$ cat src/rtl/byte_unstriping_n.sv
// -----------------------------------------------------------------------------
// byte_unstriping_n
//
// Reassembles a byte stream that was striped across LANES parallel lanes.
// Each lane is buffered in its own DEPTH-entry FIFO so that lanes may arrive
// skewed. The FIFO heads are drained strictly round-robin (lane 0, 1, ...,
// LANES-1, 0, ...) into a registered valid/ready output port.
//
// Ports:
//   clk_f         in   single rising-edge clock
//   reset_L       in   asynchronous active-low reset
//   data_stripe   in   LANES*WIDTH, lane i at [i*WIDTH +: WIDTH]
//   valid_stripe  in   LANES, per-lane write strobe
//   lane_ready    out  LANES, lane FIFO not full (from registered count)
//   data_demux    out  WIDTH, reassembled byte (registered)
//   valid_demux   out  data_demux holds a valid byte (registered)
//   ready_demux   in   downstream accepts the byte this cycle
//   overflow      out  LANES, sticky per-lane drop flag
//   clear         in   synchronous flush of all state
// -----------------------------------------------------------------------------
module byte_unstriping_n #(
   parameter int LANES = 2,
   parameter int WIDTH = 8,
   parameter int DEPTH = 4
) (
   input  logic                   clk_f,
   input  logic                   reset_L,
   input  logic [LANES*WIDTH-1:0] data_stripe,
   input  logic [LANES-1:0]       valid_stripe,
   output logic [LANES-1:0]       lane_ready,
   output logic [WIDTH-1:0]       data_demux,
   output logic                   valid_demux,
   input  logic                   ready_demux,
   output logic [LANES-1:0]       overflow,
   input  logic                   clear
);

   localparam int CW = $clog2(DEPTH + 1);
   localparam int PW = $clog2(DEPTH);
   localparam int RW = $clog2(LANES);

   // FIFO storage is never reset; occupancy is tracked solely by the counts.
   logic [WIDTH-1:0] mem_q [LANES][DEPTH];

   logic [CW-1:0]    count_q  [LANES];
   logic [CW-1:0]    count_d  [LANES];
   logic [PW-1:0]    wr_ptr_q [LANES];
   logic [PW-1:0]    wr_ptr_d [LANES];
   logic [PW-1:0]    rd_ptr_q [LANES];
   logic [PW-1:0]    rd_ptr_d [LANES];

   logic [RW-1:0]    rr_q, rr_d;
   logic [WIDTH-1:0] data_q, data_d;
   logic             valid_q, valid_d;
   logic [LANES-1:0] overflow_q, overflow_d;

   logic [LANES-1:0] full;
   logic [LANES-1:0] push;
   logic [LANES-1:0] pop;
   logic             load;
   logic             head_empty;
   logic             do_pop;

   // Output register may take a new byte when empty or being drained.
   assign load       = !valid_q || ready_demux;
   assign head_empty = (count_q[rr_q] == '0);
   assign do_pop     = load && !head_empty && !clear;

   genvar gi;
   generate
      for (gi = 0; gi < LANES; gi++) begin : g_lane
         // Fullness uses the registered count, so a same-cycle pop never
         // frees room for a push: a full lane drops and flags instead.
         assign full[gi]       = (count_q[gi] == CW'(DEPTH));
         assign push[gi]       = valid_stripe[gi] && !full[gi] && !clear;
         assign pop[gi]        = do_pop && (rr_q == RW'(gi));
         assign lane_ready[gi] = !full[gi];
      end
   endgenerate

   always_comb begin
      for (int i = 0; i < LANES; i++) begin
         count_d[i]  = count_q[i];
         wr_ptr_d[i] = wr_ptr_q[i];
         rd_ptr_d[i] = rd_ptr_q[i];
         if (clear) begin
            count_d[i]  = '0;
            wr_ptr_d[i] = '0;
            rd_ptr_d[i] = '0;
         end else begin
            count_d[i]  = count_q[i] + CW'(push[i]) - CW'(pop[i]);
            wr_ptr_d[i] = wr_ptr_q[i] + PW'(push[i]);
            rd_ptr_d[i] = rd_ptr_q[i] + PW'(pop[i]);
         end
      end
   end

   always_comb begin
      rr_d       = rr_q;
      data_d     = data_q;
      valid_d    = valid_q;
      overflow_d = clear ? '0 : (overflow_q | (valid_stripe & full));
      if (clear) begin
         rr_d    = '0;
         valid_d = 1'b0;
      end else if (load) begin
         if (!head_empty) begin
            data_d  = mem_q[rr_q][rd_ptr_q[rr_q]];
            valid_d = 1'b1;
            rr_d    = (rr_q == RW'(LANES - 1)) ? '0 : rr_q + RW'(1);
         end else begin
            // Stall on the head lane rather than skipping it, keeping order.
            valid_d = 1'b0;
         end
      end
   end

   always_ff @(posedge clk_f) begin
      for (int i = 0; i < LANES; i++) begin
         if (push[i]) begin
            mem_q[i][wr_ptr_q[i]] <= data_stripe[i*WIDTH +: WIDTH];
         end
      end
   end

   always_ff @(posedge clk_f or negedge reset_L) begin
      if (!reset_L) begin
         for (int i = 0; i < LANES; i++) begin
            count_q[i]  <= '0;
            wr_ptr_q[i] <= '0;
            rd_ptr_q[i] <= '0;
         end
         rr_q       <= '0;
         data_q     <= '0;
         valid_q    <= 1'b0;
         overflow_q <= '0;
      end else begin
         for (int i = 0; i < LANES; i++) begin
            count_q[i]  <= count_d[i];
            wr_ptr_q[i] <= wr_ptr_d[i];
            rd_ptr_q[i] <= rd_ptr_d[i];
         end
         rr_q       <= rr_d;
         data_q     <= data_d;
         valid_q    <= valid_d;
         overflow_q <= overflow_d;
      end
   end

   assign data_demux  = data_q;
   assign valid_demux = valid_q;
   assign overflow    = overflow_q;

endmodule
$ cat config.mk
export PLATFORM = sky130hd
export DESIGN_NAME = byte_unstriping_n
export DESIGN_NICKNAME = d
export VERILOG_FILES = /design/src/rtl/byte_unstriping_n.sv
export SDC_FILE = /design/constraint.sdc
export NUM_CORES = 1
export LEC_CHECK = 0
export BUFFER_PORTS_ARGS = -buffer_cell sky130_fd_sc_hd__buf_2
export CORE_AREA = 2 2 82 84
export CTS_CLUSTER_DIAMETER = 50
export DETAILED_ROUTE_END_ITERATION = 8
export DIE_AREA = 0 0 84 86
export PLACE_DENSITY = 0.79
export SKIP_CTS_REPAIR_TIMING = 1
export SLEW_MARGIN = 40
export SYNTH_ARGS = -nofsm -noshare
export SYNTH_HDL_FRONTEND = slang
export SYNTH_SLANG_ARGS = --single-unit
$ cat constraint.sdc
create_clock -name clk_f -period 3.5 [get_ports clk_f]
set_input_delay 0.35 -clock clk_f [delete_from_list [all_inputs] [get_ports clk_f]]
set_output_delay 0.35 -clock clk_f [all_outputs]
set_load 0.01 [all_outputs]
# Word level (Yosys, flattened, before mapping)
# Memory sizes are Yosys's and may differ from the RTL's.
# Index checks and enable logic that the tools add are counted.
classes:
  n_reduce_logical: 20
  muxes: 31
  bitwise_logic: 9
  n_eq_ne: 3
  add_sub_neg: 9
  n_lt_le_gt_ge: 6
ops:
  columns: ["operator", "count"]
  rows:
  - ["$mux W32", 2]
  - ["$demux W8 S2", 2]
  - ["$mux W8", 4]
  - ["$bmux W8 S2", 1]
  - ["$mux W2", 8]
  - ["$mux W3", 5]
  - ["$logic_and A1 B1 Y1", 10]
  - ["$ge A3 B3 Y1 const B", 3]
  - ["$mux W1", 9]
  - ["$not A2 Y3", 3]
  - ["$add A2 B1 Y2", 4]
  - ["$add A3 B1 Y3", 2]
  - ["$eq A3 B3 Y1 const B", 2]
  - ["$lt A3 B1 Y1 const B", 2]
  - ["$sub A3 B1 Y3", 2]
  - ["$logic_not A1 Y1", 5]
  - ["$logic_not A3 Y1", 1]
  - ["$not A1 Y1", 3]
  - ["$reduce_and A3 Y1", 1]
  - ["$and A2 B2 Y2", 1]
  - ["$ge A2 B2 Y1 const B", 1]
  - ["$ne A2 B2 Y1 const B", 1]
  - ["$not A1 Y2", 1]
  - ["$or A2 B2 Y2", 1]
  - ["other kinds (4)", 4]
word_totals:
  ff_bits: 26
  wordCells: 89
  input_bits: 22
  ram_bits: 64
  output_inout_bits: 13
  mem_count: 1
mem_list:
  columns: ["name", "depth", "word_bits", "read_ports", "rd_ports_with_merged_regs", "write_ports", "line", "rtl"]
  rows:
  - ["mem_q", 2, 32, 1, 0, 2, "43", "logic [WIDTH-1:0] mem_q [LANES][DEPTH];"]

# Longest topological paths before layout
logic_depth:
  ltp_word: 11
  depth_mapped: 12
  ltp_nobuf: 12

# Least setup slack after synthesis
# OpenSTA, ideal clock, no wires.
synth_timing:
  kind: "reg2reg"
  from: "register rr_q"
  to: "register count_q[2] (netlist name)"
  required_time_ps: 3368
  synth_period_minus_slack_ps: 2362
  setup_time_ps: 132
  n_path_buf: 1
  slack_ps: 1138
  path_stages_with_launch: 12
  arrival_ps: 2230
  cell_sequence: "dfrtp_1 > buf_4 > nor4_2 > a2111oi_4 > and2_1 > ha_1 > inv_1 > ha_1 > inv_1 > fa_1 > xnor2_1 > nor2_1"
synth_rtl:
  columns: ["item", "line", "rtl"]
  rows:
  - ["from (decl)", "52", "logic [RW-1:0] rr_q, rr_d;"]
  - ["from (signal assigned)", "143", "rr_q <= rr_d;"]
  - ["to (signal, indexed assignment)", "139", "count_q[i] <= count_d[i];"]
  - ["to (decl)", "45", "logic [CW-1:0] count_q [LANES];"]

==> metrics <==
vias in the first global route=a little under 2000; clk sinks=90; CP startpoint kind=register; post-synthesis cell count=roughly 220; Final Cell Area=around 0.0042 mm^2; Leakage=~1.6 nW; clock power share=26.2%; Ys Warns=0; outcome=finished with violations; post-synthesis net count=about 260; Max Buffers Root-to-Sink=2; crit end category=register; power per cell area=681 mW/mm^2; placed cell area=0.00395 mm^2; net switching power=between 0.0008 and 0.0009 W; GRT Overall Usage=a little under a fifth; clk_lat worst skew=about 0.35 ns; Unique masters post-synth=34; layout cells sized above 1=roughly a quarter; row count=29; clk slew on worst S/H paths=0.09 ns; Routed Antenna Nets=0; Clock Skew=around 0.011 ns; DRT Pass-1 Iters=4; WP data required=around 3.7 ns; Final nets=300; DRT Wirelength=roughly 6000 um; RSZ-0062 raised after global routing=false; failing checks=hold timing; fill count=430; flops & latches, synth=90; Initial Util=between 50 and 60%; Setup Viol. Count Final=0; min Tclk post-route=about 2.6 ns; worst slew pin tran=0.691 ns; global-route wire length before repair=9890 um; Die Wd=between 80 and 90 um; DRC viols=0; Hold Violations, Final=5; DIE AREA=roughly 0.0072 mm^2; post-synthesis async set-or-reset flop share=around 29%; Die Span Y=approximately 86 um; Fmax=approximately 380 MHz; Top FF cell, synth=edfxtp_1; largest net degree at the start of global routing=27; via/cell ratio=between 5 and 6; Sum Neg Setup Slack=0 ns; Hold Path Class=input port to asynchronous set/reset pin; wire per inst=between 15 and 20 um; CTS tree=built; Gate power share=between 20% and 30%; Synth Cell Area=roughly 0.0037 mm^2; Slew Limit Fails=0; Net Sw Frac=around 29%; mean post-synth cell area=16.4 um^2; Antenna diodes=0; Reg2Reg Setup Slack=approximately 0.86 ns; htree depth=3; CTS root buffer=clkbuf_8; IO Count=35; Initial DRC Count=between 200 and 250; initial antenna violation count=0; worst r2r src=rr_q; worst r2r dst=count_q[2]; PortBufs=34; register area share after synthesis=69.9%; clock buffer count from CTS=9; gpl congestion=approximately 0.75; Max FO, Critical Path=17; routed vias=between 1500 and 2000; period utilization=75.4%; Reg power frac=roughly 50%; dpl hpwl=about 4200 um; worst vdd ir=0.383 mV; Worst Path Arrival=2.86 ns; r2r worst-path depth=10; Pint=0.00201 W; total core area=0.00628 mm^2; Post-synth EDFFs=64; Crit Path Class=register to register; relative slew slack=a little over half; gr ovfl total=0; Synth-to-Final Area Change=13.3%; Max-Cap Viols=0; Hold Slack=-0.00686 ns
-- power by group through the flow --
| stage | combinational [W] | sequential [W] | clock (W) |
|---|---|---|---|
| CTS | 0.000702 | 0.00141 | 0.000759 |
| global placement | 0.000685 | 0.00142 | 0 |
| detailed placement | 0.000699 | 0.00143 | 0 |
| global route | 0.000773 | 0.00143 | 0.000810 |
| finish | 0.000691 | 0.00141 | 0.000744 |
| floorplan | 0.000525 | 0.00139 | 0 |
-- worst max path at each step --
stage                     start  slack (ns)  cells after the start          to
final                      rr_q        0.86                     10  count_q[2]
after CTS                  rr_q        0.88                     10  count_q[2]
after global placement     rr_q        0.95                     10  count_q[2]
after global routing       rr_q        0.68                     10  count_q[2]
after detailed placement   rr_q        0.89                     10  count_q[2]
after floorplan            rr_q        1.14                     11  count_q[2]
-- flip-flops by register name, summed over array words and instances (netlist names) --
register,flops
rd_ptr_q,4
data_demux,8
overflow,2
wr_ptr_q,4
count_q,6
valid_demux,1
rr_q,1
mem_q,64
-- cells by family (layout without fill, tap and decap cells) --
family / count (synthesis) / in the layout / share of synthesized area, %
DFF: 90 / 90 / 69.9
and+or+nand+nor: 54 / 54 / 7.58
muxes: 28 / 28 / 11.1
AOI/OAI and AO/OA: 20 / 20 / 3.81
buffers and inverters: 14 / 63 / 1.87
adders and majority gates: 10 / 10 / 3.81
xor gates and xnor gates: 8 / 8 / 1.90
-- placed cells by master (no fill, tap or decap), types with 3 or more instances in the layout --
| cell type | instances |
|---|---|
| clkbuf_8 | 9 |
| nor3_1 | 4 |
| o22ai_1 | 6 |
| nand2_1 | 3 |
| inv_1 | 6 |
| nor2b_1 | 7 |
| mux4_2 | 9 |
| xnor2_1 | 6 |
| dfrtp_1 | 26 |
| nor3b_1 | 4 |
| edfxtp_1 | 64 |
| buf_2 | 34 |
| a21oi_1 | 8 |
| buf_4 | 7 |
| ha_1 | 8 |
| mux2i_1 | 18 |
| nor2_1 | 25 |
-- cells in the mapped netlist (3+ instances only) --
cell type / number / area, um^2
nor3_1: 4 / 20.0
ha_1: 8 / 100
mux4_2: 9 / 203
a21oi_1: 8 / 40.0
nor3b_1: 4 / 30.0
nand2_1: 3 / 11.3
edfxtp_1: 64 / 1920
inv_1: 6 / 22.5
dfrtp_1: 26 / 651
mux2i_1: 18 / 180
nor2b_1: 7 / 43.8
nor2_1: 25 / 93.8
o22ai_1: 6 / 37.5
xnor2_1: 6 / 52.6
buf_2: 4 / 20.0
-- worst max-delay path: stages (launching register included) --
cell and delay (ns):
dfrtp_1 0.76, nor4_2 0.16, a2111oi_4 0.36, and2_1 0.20, ha_1 0.23, inv_1 0.06, ha_1 0.13, inv_1 0.05
fa_1 0.37, xnor2_1 0.16, nor2_1 0.05
-- through the flow --
| step | worst slack [ns] | util [%] | hold slack, ns | total power, W | std cells |
|---|---|---|---|---|---|
| 6_report | 0.862 | 66.4 | -0.00686 | 0.00284 | 350 |
| 5_1_grt | 0.675 | 66.4 | 0.0280 | 0.00301 | 350 |
| 4_1_cts | 0.878 | 66.4 | 0.00386 | 0.00287 | 350 |
| 3_5_place_dp | 0.891 | 63.0 | 0.394 | 0.00213 | 334 |
| 3_3_place_gp | 0.948 | 63.0 | 0.376 | 0.00211 | 334 |
| 2_1_floorplan | 1.14 | - | 0.0544 | 0.00192 | 224 |
-- metal layers --
metal | vias up | share of wire (%) | GRT usage, %
met3 | 8 | 4.0 | 4.62
met2 | 41 | 50 | 30.0
met1 | 972 | 45 | 24.8
li1 | 928 | - | -
met5 | - | 0 | 0
met4 | 0 | 1.4 | 8.50
-- cell type report --
| class | count | area, um^2 | area share [%] |
|---|---|---|---|
| clock inverters | 7 | 93.8 | 2.25 |
| inverters | 6 | 22.5 | 0.540 |
| multi-input cells | 120 | 1040 | 24.9 |
| flip-flops and latches | 90 | 2570 | 61.7 |
| clock buffers | 9 | 124 | 2.97 |
| well taps | 77 | 96.3 | 2.31 |
| repair buffers | 41 | 223 | 5.34 |
Power figures use the tool's default switching activity.
